`config.mk`:
```
export PLATFORM = sky130hd
export DESIGN_NAME = pc_gen
export DESIGN_NICKNAME = d
export VERILOG_FILES = /design/src/rtl/pc_gen_pkg.sv /design/src/rtl/pc_sel_mux.sv /design/src/rtl/pc_gen.sv
export SDC_FILE = /design/constraint.sdc
export NUM_CORES = 1
export LEC_CHECK = 0
export BUFFER_PORTS_ARGS = -buffer_cell sky130_fd_sc_hd__buf_4
export CAP_MARGIN = 10
export CORE_MARGIN = 3
export CORE_UTILIZATION = 30
export CTS_CLUSTER_DIAMETER = 200
export DETAILED_ROUTE_END_ITERATION = 16
export HOLD_SLACK_MARGIN = 0.02
export SLEW_MARGIN = 20
export SYNTH_ARGS = -nofsm -noshare
export SYNTH_HDL_FRONTEND = slang
export SYNTH_SLANG_ARGS = --single-unit
```
`constraint.sdc`:
```
create_clock -name clk -period 2.7 [get_ports clk]
set_input_delay 0.81 -clock clk [delete_from_list [all_inputs] [get_ports clk]]
set_output_delay 0.81 -clock clk [all_outputs]
set_load 0.01 [all_outputs]
```
`src/rtl/pc_gen_pkg.sv`:
```
// pc_gen_pkg: default geometry and next-pc source encoding for pc_gen.
package pc_gen_pkg;
  localparam int ADDR_W = 32;
  localparam logic [31:0] RESET_VEC = 32'hBFC0_0000;
  localparam logic [31:0] EXC_VEC = 32'h8000_0180;
  localparam int INC = 4;
  typedef enum logic [2:0] {SEL_SEQ, SEL_EXC, SEL_BR, SEL_JMP, SEL_PEND} sel_e;
endpackage

```
`src/rtl/pc_sel_mux.sv`:
```
// pc_sel_mux: picks the raw (unaligned) next-pc candidate for a given source select.
module pc_sel_mux import pc_gen_pkg::*; #(
  parameter int ADDR_W = pc_gen_pkg::ADDR_W,
  parameter logic [ADDR_W-1:0] EXC_VEC = pc_gen_pkg::EXC_VEC
) (
  input  sel_e              sel,
  input  logic [ADDR_W-1:0] seq,
  input  logic [ADDR_W-1:0] br_target,
  input  logic [ADDR_W-1:0] jmp_target,
  input  logic [ADDR_W-1:0] pend_target,
  output logic [ADDR_W-1:0] nxt
);
  always_comb
    nxt = sel == SEL_EXC  ? EXC_VEC :
          sel == SEL_BR   ? br_target :
          sel == SEL_JMP  ? jmp_target :
          sel == SEL_PEND ? pend_target : seq;
endmodule

```
`src/rtl/pc_gen.sv`:
```
// pc_gen: fetch pc register with prioritised redirects and a single-entry pending redirect.
module pc_gen import pc_gen_pkg::*; #(
  parameter int ADDR_W = pc_gen_pkg::ADDR_W,
  parameter logic [ADDR_W-1:0] RESET_VEC = pc_gen_pkg::RESET_VEC,
  parameter logic [ADDR_W-1:0] EXC_VEC = pc_gen_pkg::EXC_VEC,
  parameter int INC = pc_gen_pkg::INC
) (
  input  logic              clk,
  input  logic              rst_n,
  input  logic              stall,
  input  logic              imem_ready,
  input  logic              exc_valid,
  input  logic              br_taken,
  input  logic [ADDR_W-1:0] br_target,
  input  logic              jmp_valid,
  input  logic [ADDR_W-1:0] jmp_target,
  output logic [ADDR_W-1:0] pc,
  output logic [ADDR_W-1:0] pc_next_seq,
  output logic              fetch_valid,
  output logic              redirect_pending,
  output logic              misalign
);
  logic              started, pend_exc, adv;
  logic [ADDR_W-1:0] pend_target, nxt;
  sel_e              sel;
  assign pc_next_seq = pc + ADDR_W'(INC);
  assign fetch_valid = started & ~redirect_pending;
  // the first edge out of reset only arms fetch; pc starts moving on the next one
  assign adv = imem_ready & ~stall & started;
  always_comb
    sel = exc_valid                       ? SEL_EXC :
          redirect_pending & pend_exc     ? SEL_PEND :
          br_taken                        ? SEL_BR :
          jmp_valid                       ? SEL_JMP :
          redirect_pending                ? SEL_PEND : SEL_SEQ;
  pc_sel_mux #(.ADDR_W(ADDR_W), .EXC_VEC(EXC_VEC)) u_mux (
    .sel(sel), .seq(pc_next_seq), .br_target(br_target), .jmp_target(jmp_target),
    .pend_target(pend_target), .nxt(nxt)
  );
  // a blocked live redirect is latched unless a pending exception shadows it (sel==SEL_PEND then)
  always_ff @(posedge clk or negedge rst_n)
    if (!rst_n) begin
      pc <= RESET_VEC;
      started <= 1'b0;
      redirect_pending <= 1'b0;
      pend_exc <= 1'b0;
      pend_target <= '0;
      misalign <= 1'b0;
    end else begin
      started <= 1'b1;
      if (adv) begin
        pc <= sel == SEL_SEQ ? nxt : {nxt[ADDR_W-1:2], 2'b00};
        misalign <= sel != SEL_SEQ && |nxt[1:0];
        redirect_pending <= 1'b0;
      end else if (sel inside {SEL_EXC, SEL_BR, SEL_JMP}) begin
        redirect_pending <= 1'b1;
        pend_exc <= sel == SEL_EXC;
        pend_target <= nxt;
      end
    end
endmodule

```
# --- Word-level counts from Yosys, hierarchy flattened ---
# Index checks and enable logic that the tools add are counted.
# W data, S select, Z words.
classes:
  n_eq_ne: 4
  reduce_logical: 7
  mux: 12
  n_bitwise: 7
  n_addsub: 1
ops:
  columns: ["operator", "n"]
  rows:
  - ["$mux W32", 4]
  - ["$add A32 B3 Y32 const B", 1]
  - ["$mux W3", 5]
  - ["$eq A3 B2 Y1 const B", 2]
  - ["$reduce_bool A3 Y1", 2]
  - ["$and A1 B1 Y1", 4]
  - ["$eq A3 B1 Y1 const B", 1]
  - ["$eq A3 B3 Y1 const B", 1]
  - ["$logic_not A3 Y1", 1]
  - ["$not A1 Y1", 3]
  - ["$mux W1", 2]
  - ["$mux W2", 1]
  - ["$reduce_and A2 Y1", 1]
  - ["$reduce_bool A2 Y1", 1]
  - ["$reduce_or A2 Y1", 1]
  - ["$logic_and A1 B1 Y1", 1]
word_totals:
  in_bits: 71
  elab_cells: 37
  output_inout_bits: 67
  ff_bits: 68

# --- Logic depth before layout (Yosys ltp) ---
logic_depth:
  depth_word: 12
  mapped_depth: 10
  ltp_nobuf: 7

# --- Hierarchy ---
# A second synthesis with hierarchy kept.
hier_totals:
  hier_cells: 442
  area_unflattened_um2: 4642.0
by_module_without_submodules:
  columns: ["mod", "area_each_um2", "seq_area_each_um2", "cells_per_inst", "n_inst"]
  rows:
  - ["pc_gen", 3144.3, 1712.9, 240, 1]
  - ["pc_sel_mux", 1497.7, 0.0, 202, 1]

# --- Worst setup path after synthesis ---
# OpenSTA, ideal clock, no wires.
synth_path:
  path_type: "flip-flop to output port"
  start: "reg pc[2]"
  end: "out pc_next_seq[20]"
  n_path_buf: 0
  arrival_time_ns: 1.830
  setup_slack_ns: 0.060
  required_ns: 1.890
  path_stages_with_launch: 7
  path_cell_list: "dfrtp_1 ha_1 nand3_1 nor4_1 nand3_1 xor2_1 inv_1"
synth_between:
  elab_chain_cells: 1
synth_rtl:
  columns: ["item", "line", "rtl"]
  rows:
  - ["start: declaration", "pc_gen.sv:17", "output logic [ADDR_W-1:0] pc,"]
  - ["start signal: assignment", "pc_gen.sv:52", "pc <= sel == SEL_SEQ ? nxt : {nxt[ADDR_W-1:2], 2'b00};"]
  - ["$add A32 B3 Y32", "pc_gen.sv:26", "assign pc_next_seq = pc + ADDR_W'(INC);"]
  - ["end: declaration", "pc_gen.sv:18", "output logic [ADDR_W-1:0] pc_next_seq,"]
# No other way between the ends.

# --- Worst setup path after layout ---
layout_path:
  start: "reg pc[10]"
  end: "out pc_next_seq[21]"
# The elaborated chain is that of the path after synthesis.

==> flow_metrics.py <==
metrics = {
    "timing": {
        "setup_violations": 16,
        "fin_skew_ps": 4.83,
        "setup_slack_ps": -182,
        "fin_crit_ps": 2880,
        "period_share_pct": 107,
        "hold_viol": 0,
        "slew_headroom_pct": 64.2,
        "drv_slew": 0,
        "fmax_mhz": 347,
        "rsz0062_at_grt": "yes",
        "tightest_slew_ps": 537,
    },
    "placement": {
        "gp_congestion": 0.937,
        "dp_hpwl_um": 12900,
        "port_buffers": 137,
        "pre_cts_ws_ps": 67.3,
    },
    "synth": {
        "synthDistinctLibCells": 66,
        "synth_fp_nets": 595,
        "async_reset_ff_share_pct": 100,
        "syn_inst": 523,
        "synth_flop_cell": "dfrtp_1",
        "synth_xor_area_share_pct": 5.45,
        "syn-cell-area_um2": 4340,
        "ys_warn_count": 0,
        "synth_top_cells_by_area": "dfrtp_1 (34%), nand2_1 (6.4%), o21ai_0 (6.3%), dfstp_2 (5.4%), nor2_1 (4.2%)",
        "synth-compound-area-share_pct": 25.4,
        "synthSimpleGateAreaFrac_pct": 22.2,
        "muxShareOfSynthArea_pct": 1.99,
        "synth-adder-area-share_pct": 0.288,
        "yosysSeqAreaShare_pct": 39.5,
        "synth_edf_count": 0,
        "yosys.area.top_type": "dfrtp_1",
        "yosys.area.top_type_share_pct": 34.0,
        "syn-mean-instance-area_um2": 8.30,
        "ys_seq_elements": 68,
        "synth_top_family_by_area": "compound AO/OA/AOI/OAI gates",
    },
    "cts": {
        "h-tree-depth": 3,
        "cts_buffers": 9,
        "cts_num_sinks": 68,
        "tritoncts": "yes",
        "clk_latency_ps": 340,
        "cts.clk_slew.worst_paths_ps": 50,
        "cts_buffer_depth": 2,
        "cts-root-buf": "clkbuf_16",
    },
    "routing": {
        "drtPass1Iterations": 7,
        "vias": 4991,
        "wl_um": 17700,
        "drc_errors": 0,
        "vias_per_cell": 5.48,
        "drt-wirelength-per-cell_um": 19.4,
        "drt_iter0_markers": 397,
        "antenna_left": 0,
    },
    "power_and_ir_drop": {
        "p_total_mw": 4.00,
        "p_per_area_nw_per_um2": 591,
        "cellLeakagePower_nw": 3.15,
        "ir_worst_vdd_uv": 238,
    },
    "setup_path": {
        "worst_setup_path_end_kind": "primary output",
        "worstPathCellList": "nand4_2, buf_6, or4_4, nor2_4, nand3_4, xnor2_2, buf_4",
        "critical_path_buf_inv_count": 2,
        "worstReg2RegStart": "pc[10]",
        "cp.arrival_ps": 2070,
        "worst_setup_path_start_kind": "flop",
        "crit_type": "reg2out",
        "path_max_fanout": 2,
        "cp-startpoint": "pc[10]",
        "crit_slowest_cell": "or4_4",
        "crit_required_ps": 1890,
        "cp_slowest_stage_delay_ps": 540,
        "path_delay_family": "simple AND/OR/NAND/NOR gates",
    },
    "global_routing": {
        "overflow": 0,
        "grt_pass1_wl_um": 26600,
        "first_global_vias": 4804,
        "grt_start_max_net_pins": 39,
        "antenna_found_initial": 0,
        "grt_use_total_pct": 21.2,
    },
    "layout": {
        "postLayoutCoreUtil_pct": 48.2,
        "antennaDiodeCount": 0,
        "area_delta_synth_final_pct": 55.9,
        "final_net_count": 798,
        "layout-drive-gt1-share_pct": 42.1,
    },
    "floorplan": {
        "start_util_pct": 30.9,
        "core_area_um2": 14000,
        "boundaryPins": 138,
        "die_h_um": 126,
        "die_w_um": 126,
        "rows": 43,
        "dieArea_um2": 16000,
    },
    "min_path": {
        "hold_path.class": "in2async",
    },
    "job": {
        "timing.max_cap.violations": 0,
    },
    "status": {
        "violations": "setup timing",
        "status": "complete, but fails checks",
    },
}
==> cells in the final DEF (no fill, tap or decap), drive strengths merged, types with 3 or more instances in the layout <==
cell,instances
clkbuf,15
o31ai,12
nand3,17
and2,3
o211ai,4
mux2,5
o22ai,5
a31oi,6
a221oi,7
o21ai,56
nand2,74
nor2b,5
or3,3
xnor2,17
buf,235
o21a,3
nor3,12
dfrtp,59
a21o,3
dfstp,9
a22o,3
o221ai,6
nor4,7
a21oi,32
inv,8
mux2i,3
a221o,4
nor2,50
nand4,10
and3,9
or2,3
o41ai,3
xor2,10
==> area by class of cell <==
cell class / instances / area (um2)
clock inverter: 1 / 5.00
fill: 1352 / 7270
clock buffer: 15 / 288
tap: 180 / 225
timing repair buffer: 235 / 1840
multi-input combinational: 404 / 2660
sequential: 68 / 1710
inverter: 8 / 30.0
==> power breakdown <==
group	leakage, nW	total (mW)	internal, mW	switching, mW
registers	0.849	1.37	1.21	0.162
logic	2.16	1.48	0.723	0.752
clock network	0.146	1.15	0.721	0.432
total	3.15	4.00	2.65	1.35
==> synthesized netlist by cell type, types with 5 or more instances <==
library cell / n
nor3_1: 12
a21oi_1: 32
nor4_1: 6
xnor2_1: 17
a31oi_1: 6
mux2_2: 5
clkbuf_1: 27
xor2_1: 10
inv_1: 8
dfstp_2: 9
o21ai_0: 55
o22ai_1: 5
nor2b_1: 5
o221ai_1: 6
nor2_1: 49
nand4_1: 7
nand3_1: 16
nand2_1: 74
dfrtp_1: 59
buf_2: 11
o31ai_1: 12
a221oi_1: 7
and3_1: 9
==> final timing paths <==
path / slack, ps / to / cells after the start
setup / recovery: -180 / pc_next_seq[21] / 7
hold / removal: 440 / pend_target[8] / 1
setup reg to reg: 400 / pend_target[21] / 8
hold reg to reg: 480 / pend_target[25] / 2
max in group asynchronous: 1600 / pc[29] / 2
min in group clk: 480 / pend_target[25] / 2
==> through the flow <==
| stage | area, um2 | hold WS [ps] | std cells | TNS (ps) |
|---|---|---|---|---|
| CTS | 6490 | 469 | 893 | -1630 |
| floorplan | 4340 | 444 | 523 | 0 |
| global placement | 5940 | 456 | 865 | 0 |
| finish | 6770 | 445 | 911 | -1830 |
| global route | 6770 | 491 | 911 | -2970 |
| detailed placement | 5940 | 468 | 865 | 0 |
==> worst reg2reg max path: cells and delay by family (launching register included) <==
kind                   cells  cell delay [ps]
AND/OR/NAND/NOR            4              940
flip-flops                 1              370
buffers and inverters      2              290
AO/OA/AOI/OAI              2              600
==> state kept, by name, summed over array words and instances (netlist names) <==
register	flops
misalign	1
pend_exc	1
redirect_pending	1
started	1
pend_target	32
pc	32
==> repair_timing <==
item,4_1_cts,5_1_grt
pin swaps,14,15
hold endpoints to repair,0,0
hold buffers,0,0
resized for setup,27,24
setup buffers,12,18
gates cloned,0,0
endpoints found under the setup margin,19,20
==> cell families after synthesis <==
group           Yosys count
other cells               1
xor+xnor                 27
fa+ha+maj                 1
flops                    68
buf+inv                  51
simple gates            199
mux                       8
compound gates          168
==> layer usage <==
metal / up-vias / global-route usage [%] / part of all wire, %
li1: 2308 / - / -
met1: 2450 / 28.4 / 42
met2: 210 / 35.6 / 50
met3: 23 / 3.16 / 6.5
met4: 0 / 6.44 / 1.1
met5: - / 0 / 0
Note: power is estimated with default switching activity, not from simulation.
